$ cat src/rtl/hdmi_tx_align.sv
// Output stage behind a 5x5 median filter: delays the raw timing and centre pixel to the
// filter's output tap, measures the active area and substitutes border pixels.
module hdmi_tx_align #(
    parameter int LATENCY     = 8,
    parameter int BORDER_MODE = 0
) (
    input  logic        clk,
    input  logic        rst,
    input  logic        rx_dv,
    input  logic        rx_hs,
    input  logic        rx_vs,
    input  logic [23:0] center_pixel,
    input  logic [7:0]  filt_red,
    input  logic [7:0]  filt_green,
    input  logic [7:0]  filt_blue,
    output logic [7:0]  tx_red,
    output logic [7:0]  tx_green,
    output logic [7:0]  tx_blue,
    output logic        tx_dv,
    output logic        tx_hs,
    output logic        tx_vs,
    output logic [11:0] width,
    output logic [11:0] height
);
    localparam int LW = 27;

    // dv only qualifies a pixel; there is no backpressure, so the line shifts every clock.
    logic [LW-1:0] line_q [LATENCY];
    logic          d_dv;
    logic          d_hs;
    logic          d_vs;
    logic [23:0]   d_pix;
    logic          prev_hs;
    logic          prev_vs;
    logic [11:0]   col;
    logic [11:0]   row;
    logic          hs_rise;
    logic          vs_rise;
    logic          border;
    logic [23:0]   pix_next;

    always_ff @(posedge clk) begin
        if (rst) begin
            for (int i = 0; i < LATENCY; i++) line_q[i] <= '0;
        end else begin
            line_q[0] <= {rx_dv, rx_hs, rx_vs, center_pixel};
            for (int i = 1; i < LATENCY; i++) line_q[i] <= line_q[i-1];
        end
    end

    assign {d_dv, d_hs, d_vs, d_pix} = line_q[LATENCY-1];
    assign hs_rise = d_hs && !prev_hs;
    assign vs_rise = d_vs && !prev_vs;

    // Right/bottom tests stay off until a plausible size has been measured.
    always_comb begin
        border = 1'b0;
        if (col < 12'd2 || row < 12'd2)
            border = 1'b1;
        if (width >= 12'd5 && col >= width - 12'd2)
            border = 1'b1;
        if (height >= 12'd5 && row >= height - 12'd2)
            border = 1'b1;
    end

    always_comb begin
        pix_next = '0;
        if (d_dv) begin
            if (!border)
                pix_next = {filt_red, filt_green, filt_blue};
            else if (BORDER_MODE == 1)
                pix_next = d_pix;
        end
    end

    // vsync wins over a coincident hsync edge; a blank line (col==0) is not counted.
    always_ff @(posedge clk) begin
        if (rst) begin
            prev_hs <= 1'b0;
            prev_vs <= 1'b0;
            col     <= '0;
            row     <= '0;
            width   <= '0;
            height  <= '0;
        end else begin
            prev_hs <= d_hs;
            prev_vs <= d_vs;
            if (vs_rise) begin
                if (row != 12'd0) height <= row;
                row <= '0;
                col <= '0;
            end else if (hs_rise) begin
                col <= '0;
                if (col != 12'd0) begin
                    width <= col;
                    if (row != 12'hFFF) row <= row + 12'd1;
                end
            end else if (d_dv && col != 12'hFFF) begin
                col <= col + 12'd1;
            end
        end
    end

    always_ff @(posedge clk) begin
        if (rst) begin
            tx_dv    <= 1'b0;
            tx_hs    <= 1'b0;
            tx_vs    <= 1'b0;
            tx_red   <= '0;
            tx_green <= '0;
            tx_blue  <= '0;
        end else begin
            tx_dv <= d_dv;
            tx_hs <= d_hs;
            tx_vs <= d_vs;
            {tx_red, tx_green, tx_blue} <= pix_next;
        end
    end
endmodule

$ cat config.mk
export PLATFORM = sky130hd
export DESIGN_NAME = hdmi_tx_align
export DESIGN_NICKNAME = d
export VERILOG_FILES = /design/src/rtl/hdmi_tx_align.sv
export SDC_FILE = /design/constraint.sdc
export NUM_CORES = 1
export LEC_CHECK = 0
export ABC_AREA = 1
export BUFFER_PORTS_ARGS = -buffer_cell sky130_fd_sc_hd__clkbuf_2
export CAP_MARGIN = 0
export CORE_AREA = 3 3 140 88
export CTS_CLUSTER_DIAMETER = 120
export CTS_CLUSTER_SIZE = 16
export DETAILED_ROUTE_END_ITERATION = 16
export DIE_AREA = 0 0 143 91
export GPL_ROUTABILITY_DRIVEN = 0
export GPL_TIMING_DRIVEN = 1
export PLACE_DENSITY = 0.68
export SLEW_MARGIN = 10
export SYNTH_ARGS = -nofsm -noshare
export SYNTH_HDL_FRONTEND = slang
export SYNTH_SLANG_ARGS = --single-unit
$ cat constraint.sdc
create_clock -name clk -period 5.6 [get_ports clk]
set_clock_uncertainty 0.1 [all_clocks]
set_input_delay 0.28 -clock clk [delete_from_list [all_inputs] [get_ports clk]]
set_output_delay 0.28 -clock clk [all_outputs]
set_load 0.005 [all_outputs]
==> results.json, run 1 <==
{
  "post-route-min-period_ns": 3.41,
  "period_share": 0.610,
  "async_reset_ff_frac": 0,
  "ys_seq_area_frac": 0.401,
  "clk_latency_ns": 0.34,
  "hold-path-cell-count": 3,
  "hp-start": "rx_dv",
  "grt_pass1_wl_um": 18800,
  "p_int_mw": 1.04,
  "tightest_slew_ns": 0.772,
  "fmax_ghz": 0.293,
  "synthesis.area_mm2": 0.00494,
  "numClockSinks": 99,
  "final_nets": 814,
  "crit_top_cell": "nand2_1",
  "initial_utilization": 0.444,
  "synth_warnings": 0,
  "vias": 4259,
  "ant_nets": 0,
  "cp.required_ns": 5.75,
  "post_cts_resized": 0,
  "max-clock-path-buffers": 2,
  "slew-limit-headroom": 0.485,
  "avgSynthCellArea_um2": 7.50,
  "cts_hold_buf": 0,
  "ios": 104,
  "fp-row-count": 30,
  "ys_types": 31,
  "design_area_mm2": 0.00567,
  "cts_setup_buffers": 0,
  "setup_violations": 0,
  "die_w_um": 143,
  "overflow": 0,
  "wl_per_cell_um": 12.9,
  "die_area_mm2": 0.0130,
  "dpl_cell_area_mm2": 0.00537,
  "viasPerCell": 4.84,
  "track_usage": 0.178,
  "fin_util": 0.509,
  "diodes": 0,
  "rsz0062_at_grt": "no",
  "cp.arrival_ns": 3.57,
  "worstSetupPathType": "flip-flop to flip-flop",
  "p_per_area_mw_per_mm2": 238,
  "fin_cells": 880,
  "crit_slowest_cell": "nand3_2",
  "core-area_mm2": 0.0111,
  "status": "finished, final reports clean",
  "power.share.switching": 0.228,
  "fillers": 1042,
  "wl_um": 11400,
  "drtIter0Drc": 213,
  "path_cells": "inv_1 -> ha_1 -> nand2_1 -> nor2_1 -> nand3_1 -> nor3_2 -> nand3_1 -> xor2_1 -> ha_1 -> nand2_1 -> inv_1 -> nand2_1 -> nor2_1 -> nand2_1 -> nand4_1 -> nand2_1 -> nand3_2 -> nor2_1",
  "dr.pass1.iters": 4,
  "area_delta_synth_final_pct": 14.7,
  "slew_violations": 0,
  "die_y_um": 91,
  "leakagePower_nw": 2.78,
  "cp_max_fo": 24,
  "tns_ns": 0,
  "p_switching_mw": 0.308,
  "synth_nets": 742,
  "synthFlopType": "dfxtp_1",
  "grt_max_degree": 32,
  "r2r_end": "tx_green[6]",
  "reg2reg_from": "height[1]",
  "end_kind": "flip-flop",
  "rr_worst_depth": 18,
  "dp.cells": 864,
  "whs_endpoint": "line_q[0][26]",
  "cp-start-kind": "flip-flop",
  "hp-class": "input port to flip-flop",
  "max_stage_delay_ns": 0.54,
  "cts-htree-levels": 3,
  "first_global_vias": 4044,
  "vdd_drop_max_uv": 161,
  "cts_tree": "yes",
  "power_frac_seq": 0.524,
  "numPortBuffers": 79,
  "drv_cap": 0,
  "cts_made_buffers": 9,
  "timing_hold_violations_final": 0,
  "root_buffer": "clkbuf_16",
  "clk_pin_slew_ns": 0.07,
  "drc_errors": 0,
  "dpl.hpwl_um": 8720,
  "antenna_found_initial": 0,
  "clock_power_share": 0.453,
  "drive_gt1_frac": 0.211,
  "p_comb_frac": 0.023,
  "synth_edf_count": 0,
  "rrSetupSlack_ns": 2.19,
  "ys_ff_latch": 99,
  "synth_cells": 659,
  "hold_slack_ns": 0.0193
}
## cell usage after synthesis (4+ instances only)
cell type	count	area [um2]
buf_6	9	101
clkbuf_1	4	15.0
o21ai_1	13	65.1
inv_2	11	41.3
dfxtp_1	99	1980
nor3_2	5	50.1
ha_1	30	375
nor2_2	23	144
a21oi_1	45	225
xnor2_1	4	35.0
nor2_1	75	282
a21oi_2	7	61.3
nand3_1	24	120
o21ai_0	15	75.1
nand2_2	4	25.0
nand2_1	120	450
nand4_1	7	43.8
inv_1	109	409
xor2_1	26	228
nor3_1	10	50.1
## cells by family after synthesis
logic type                 share of synthesized area
adders and majority gates                     0.0759
DFF                                            0.401
AOI/OAI and AO/OA                             0.0929
and+or+nand+nor                                0.256
xor gates and xnor gates                      0.0531
buffers and inverters                          0.121
## power groups by stage
stage	Sequential, mW	Combinational [mW]	Clock (mW)
floorplan	0.724	0.0181	0
global placement	0.724	0.0308	0
detailed placement	0.724	0.0313	0
CTS	0.708	0.0314	0.627
global route	0.708	0.0356	0.651
finish	0.708	0.0311	0.611
## sequential cells by signal, indices dropped and copies added (netlist names)
| name | cells |
|---|---|
| tx_red | 8 |
| col | 12 |
| tx_vs | 1 |
| tx_hs | 1 |
| line_q | 24 |
| width | 12 |
| tx_dv | 1 |
| row | 12 |
| tx_blue | 8 |
| height | 12 |
| tx_green | 8 |
## per-layer routing
metal  global-route usage  up-vias  routed length, um
met3               0.0579       13               1030
met2                0.251      155               4580
met5                    0        -                  0
met4               0.0388        0                 79
met1                0.263     1916               5700
li1                     -     2175                  -
## worst max-delay path by stage
stage,start,end,cells past startpoint
6_report,height[1],tx_green[6],18
3_5_place_dp,height[1],tx_green[6],15
4_1_cts,height[1],tx_green[6],15
5_1_grt,height[1],tx_green[4],18
3_3_place_gp,height[1],tx_green[6],15
2_1_floorplan,height[1],tx_blue[1],17
## layout make-up
cell class | instances | area [um2] | area share
repair buffers | 79 | 395 | 0.0697
multi-input cells | 421 | 2360 | 0.417
clock inverters | 6 | 56.3 | 0.00993
inverters | 121 | 454 | 0.0801
flip-flops and latches | 99 | 1980 | 0.350
well taps | 144 | 180 | 0.0318
clock buffers | 10 | 239 | 0.0422
## stage by stage
| stage | setup slack, ns | power (mW) |
|---|---|---|
| floorplan | 3.05 | 0.742 |
| global placement | 2.36 | 0.755 |
| detailed placement | 2.18 | 0.755 |
| CTS | 2.12 | 1.37 |
| global route | 1.93 | 1.39 |
| finish | 2.19 | 1.35 |
## layout by cell type, fill, tap and decap left out, types with 2 or more instances in the layout
| master | n |
|---|---|
| xnor2_1 | 4 |
| clkinv_4 | 2 |
| xor2_1 | 26 |
| nor3_2 | 5 |
| inv_8 | 2 |
| nor2_1 | 75 |
| inv_1 | 109 |
| inv_2 | 11 |
| nand3_2 | 3 |
| nand2_2 | 4 |
| a21oi_1 | 45 |
| clkbuf_16 | 9 |
| clkbuf_2 | 79 |
| a21oi_2 | 7 |
| dfxtp_1 | 99 |
| o21ai_0 | 15 |
| o21ai_1 | 13 |
| o21ai_2 | 2 |
| ha_1 | 30 |
| nand4_1 | 7 |
| nor3_1 | 10 |
| nand3_1 | 24 |
| nor2_4 | 3 |
| nand2_1 | 120 |
| nor2_2 | 23 |
## worst max-delay path, delay by kind of cell, from the launching register on
| family | cells | cell delay [ns] |
|---|---|---|
| adder cells (fa/ha/maj) | 2 | 0.52 |
| XOR/XNOR | 1 | 0.16 |
| AND/OR/NAND/NOR | 13 | 2.00 |
| flip-flops | 1 | 0.35 |
| buffers and inverters | 2 | 0.20 |
(Power assumes the default switching activity.)
==> run 2, diff against run 1 <==
--- a/config.mk
+++ b/config.mk
@@ -5,17 +5,17 @@
 export SDC_FILE = /design/constraint.sdc
 export NUM_CORES = 1
 export LEC_CHECK = 0
-export ABC_AREA = 1
+export ABC_AREA = 0
 export BUFFER_PORTS_ARGS = -buffer_cell sky130_fd_sc_hd__clkbuf_2
 export CAP_MARGIN = 0
-export CORE_AREA = 3 3 140 88
+export CORE_AREA = 3 3 136 85
 export CTS_CLUSTER_DIAMETER = 120
 export CTS_CLUSTER_SIZE = 16
 export DETAILED_ROUTE_END_ITERATION = 16
-export DIE_AREA = 0 0 143 91
+export DIE_AREA = 0 0 139 88
 export GPL_ROUTABILITY_DRIVEN = 0
 export GPL_TIMING_DRIVEN = 1
-export PLACE_DENSITY = 0.68
+export PLACE_DENSITY = 0.69
 export SLEW_MARGIN = 10
 export SYNTH_ARGS = -nofsm -noshare
 export SYNTH_HDL_FRONTEND = slang
==> constraint.sdc (replaced) <==
create_clock -name clk -period 3.4 [get_ports clk]
set_clock_uncertainty 0.1 [all_clocks]
set_input_delay 0.17 -clock clk [delete_from_list [all_inputs] [get_ports clk]]
set_output_delay 0.17 -clock clk [all_outputs]
set_load 0.005 [all_outputs]
==> run 2 against run 1 <==
Non-clock buffer count up 30. Fmax up 12%. Synthesized area decreased by 5.5%. Critical path type unchanged. Register-to-register slack got worse by 1.8 ns. Core utilization grew 4.1 points. Critical endpoint is now tx_green[3]. Sequential power increased by 64%. Via count is 12% lower. Worst hold slack better by 0.18 ns.
==> results.json, run 2 <==
{
  "p_per_area_mw_per_mm2": 399,
  "ant_nets": 0,
  "cp-endpoint": "tx_green[3]",
  "first_global_vias": 3637,
  "rrSetupSlack_ns": 0.35,
  "die_y_um": 88,
  "initial_utilization": 0.447,
  "period_share": 0.897,
  "dpl.hpwl_um": 7350,
  "clk_pin_slew_ns": 0.07,
  "die_w_um": 139,
  "die_area_mm2": 0.0122,
  "design_area_mm2": 0.00574,
  "fillers": 946,
  "dp.cells": 685,
  "synth_warnings": 0,
  "fp-row-count": 29,
  "rsz0062_at_grt": "no",
  "cts-htree-levels": 3,
  "core-area_mm2": 0.0105,
  "netlist_top_cells_count": "99 x dfxtp_1, 61 x nor2_1, 40 x nand2_1, 30 x ha_1, 30 x nor2b_1",
  "drc_errors": 0,
  "dr.pass1.iters": 4,
  "tns_ns": 0,
  "ys_top_cells_by_area": "dfxtp_1 42%, ha_1 8.0%, mux2i_1 4.9%",
  "startpoint": "height[3]",
  "synth_cells": 485,
  "wl_um": 10600,
  "post-route-min-period_ns": 3.05,
  "ys_ff_latch": 99,
  "final_cell_mix": "99 x dfxtp_1, 79 x clkbuf_2, 61 x nor2_1, 40 x nand2_1",
  "final_common_cell": "dfxtp_1",
  "drtIter0Drc": 171,
  "rr_worst_depth": 12,
  "vdd_drop_max_uv": 247,
  "grt_max_degree": 34,
  "final_nets": 667,
  "slew-limit-headroom": 0.334,
  "grt_pass1_wl_um": 17700,
  "r2r_end": "tx_green[3]",
  "fin_util": 0.550,
  "drive_gt1_frac": 0.248,
  "drv_cap": 0,
  "cp.arrival_ns": 3.21,
  "wl_per_cell_um": 14.6,
  "track_usage": 0.179,
  "setup_violations": 0,
  "synthesis.area_mm2": 0.00467,
  "synth_most_common_cell": "dfxtp_1",
  "async_reset_ff_frac": 0,
  "cts_tree": "yes",
  "regMostFlops": "line_q",
  "slew_violations": 0,
  "synth_nets": 568,
  "synth_top_area_frac": 0.424,
  "status": "finished, final reports clean",
  "hp-class": "input port to flip-flop",
  "avgSynthCellArea_um2": 9.64,
  "tightest_slew_ns": 0.999,
  "synth_edf_count": 0,
  "numPortBuffers": 79,
  "synthFlopType": "dfxtp_1",
  "cp.required_ns": 3.57,
  "max-clock-path-buffers": 2,
  "clk_latency_ns": 0.35,
  "fmax_ghz": 0.328,
  "diodes": 0,
  "fin_cells": 728,
  "worstSetupPathType": "flip-flop to flip-flop",
  "overflow": 0,
  "cp_max_fo": 24,
  "power.total_mw": 2.29,
  "antenna_found_initial": 0,
  "leakagePower_nw": 2.65,
  "end_kind": "flip-flop",
  "ios": 104,
  "dpl_cell_area_mm2": 0.00514,
  "cp-start-kind": "flip-flop",
  "root_buffer": "clkbuf_16",
  "cts_made_buffers": 9,
  "vias": 3767,
  "synth_top_area_cell": "dfxtp_1",
  "viasPerCell": 5.17,
  "numClockSinks": 99,
  "timing_hold_violations_final": 0,
  "area_delta_synth_final_pct": 22.9,
  "largest_register_ffs": 24,
  "ys_seq_area_frac": 0.424,
  "ys_types": 62,
  "reg2reg_from": "height[3]"
}
==> run 2: cell types whose count changed in the layout (fill, tap and decap cells not counted), sizes merged, moves of 5 or more <==
cell         previous run  this run
nand2                 125        40
nand2b                  0         5
a21oi                  52        11
nor3                   15        36
nand3                  28        18
xnor2                   4        25
nor2b                   0        30
xor2                   26         7
nor4                    0        17
dlygate4sd3             0        27
mux2i                   0        23
nor2                  101        64
inv                   123        19
o21ai                  30         6
==> run 2: kinds of logic (layout without fill, tap and decap cells) <==
family,after synthesis,in the layout,share of synthesized area
buf+inv,36,140,0.0383
flops,99,99,0.424
mux,23,23,0.0493
compound gates,42,42,0.0736
fa+ha+maj,30,30,0.0803
simple gates,223,223,0.274
xor+xnor,32,32,0.0600
==> run 2: critical path, cell delays in order (launching register included) <==
cell,delay (ns)
dfxtp_1,0.35
nor2_1,0.23
nand3_1,0.19
nor4_2,0.27
nand2_1,0.11
xor2_1,0.16
ha_1,0.29
a21oi_1,0.16
o22ai_1,0.11
a2111oi_2,0.40
a21oi_2,0.09
buf_4,0.26
nor3_1,0.25
==> run 2: layer usage <==
metal	GRT usage	vias up	share of wire
li1	-	1879	-
met1	0.232	1776	0.47
met2	0.292	98	0.44
met3	0.0595	14	0.068
met4	0.0471	0	0.012
met5	0	-	0
==> run 2: worst min-delay path by stage <==
stage | depth (start not counted) | startpoint | to | slack [ns]
detailed placement | 3 | filt_green[5] | tx_green[5] | 0.28
global placement | 3 | filt_green[3] | tx_green[3] | 0.28
global route | 2 | rst | line_q[0][105] | 0.22
floorplan | 2 | filt_green[3] | tx_green[3] | 0.19
finish | 2 | rst | line_q[1][107] | 0.20
CTS | 2 | rst | line_q[1][26] | 0.19
==> run 2: area by class of cell <==
type,count,area (um2),share of cell area
clock buffer,9,225,0.0392
clock inverter,7,88.8,0.0155
inverter,15,56.3,0.00980
multi-input combinational,350,2530,0.440
sequential,99,1980,0.345
tap,139,174,0.0303
timing repair buffer,109,688,0.120
==> run 2: power breakdown <==
part           total [mW]  internal (mW)  switching [mW]
Sequential           1.16           1.16         0.00105
Clock                1.07          0.587           0.478
Combinational      0.0633         0.0368          0.0265
==> run 2: through the flow <==
step	setup slack [ns]	hold slack, ns
6_report	0.352	0.196
3_5_place_dp	0.264	0.279
4_1_cts	0.266	0.194
5_1_grt	0.0997	0.223
2_1_floorplan	0.629	0.188
3_3_place_gp	0.360	0.275
==> run 2: what timing repair did <==
action / CTS / global route
hold buffers: 27 / 0
endpoints found under the hold margin: 27 / 0
resized for setup: 0 / 3
endpoints found under the setup margin: 0 / 3
setup buffers: 0 / 0
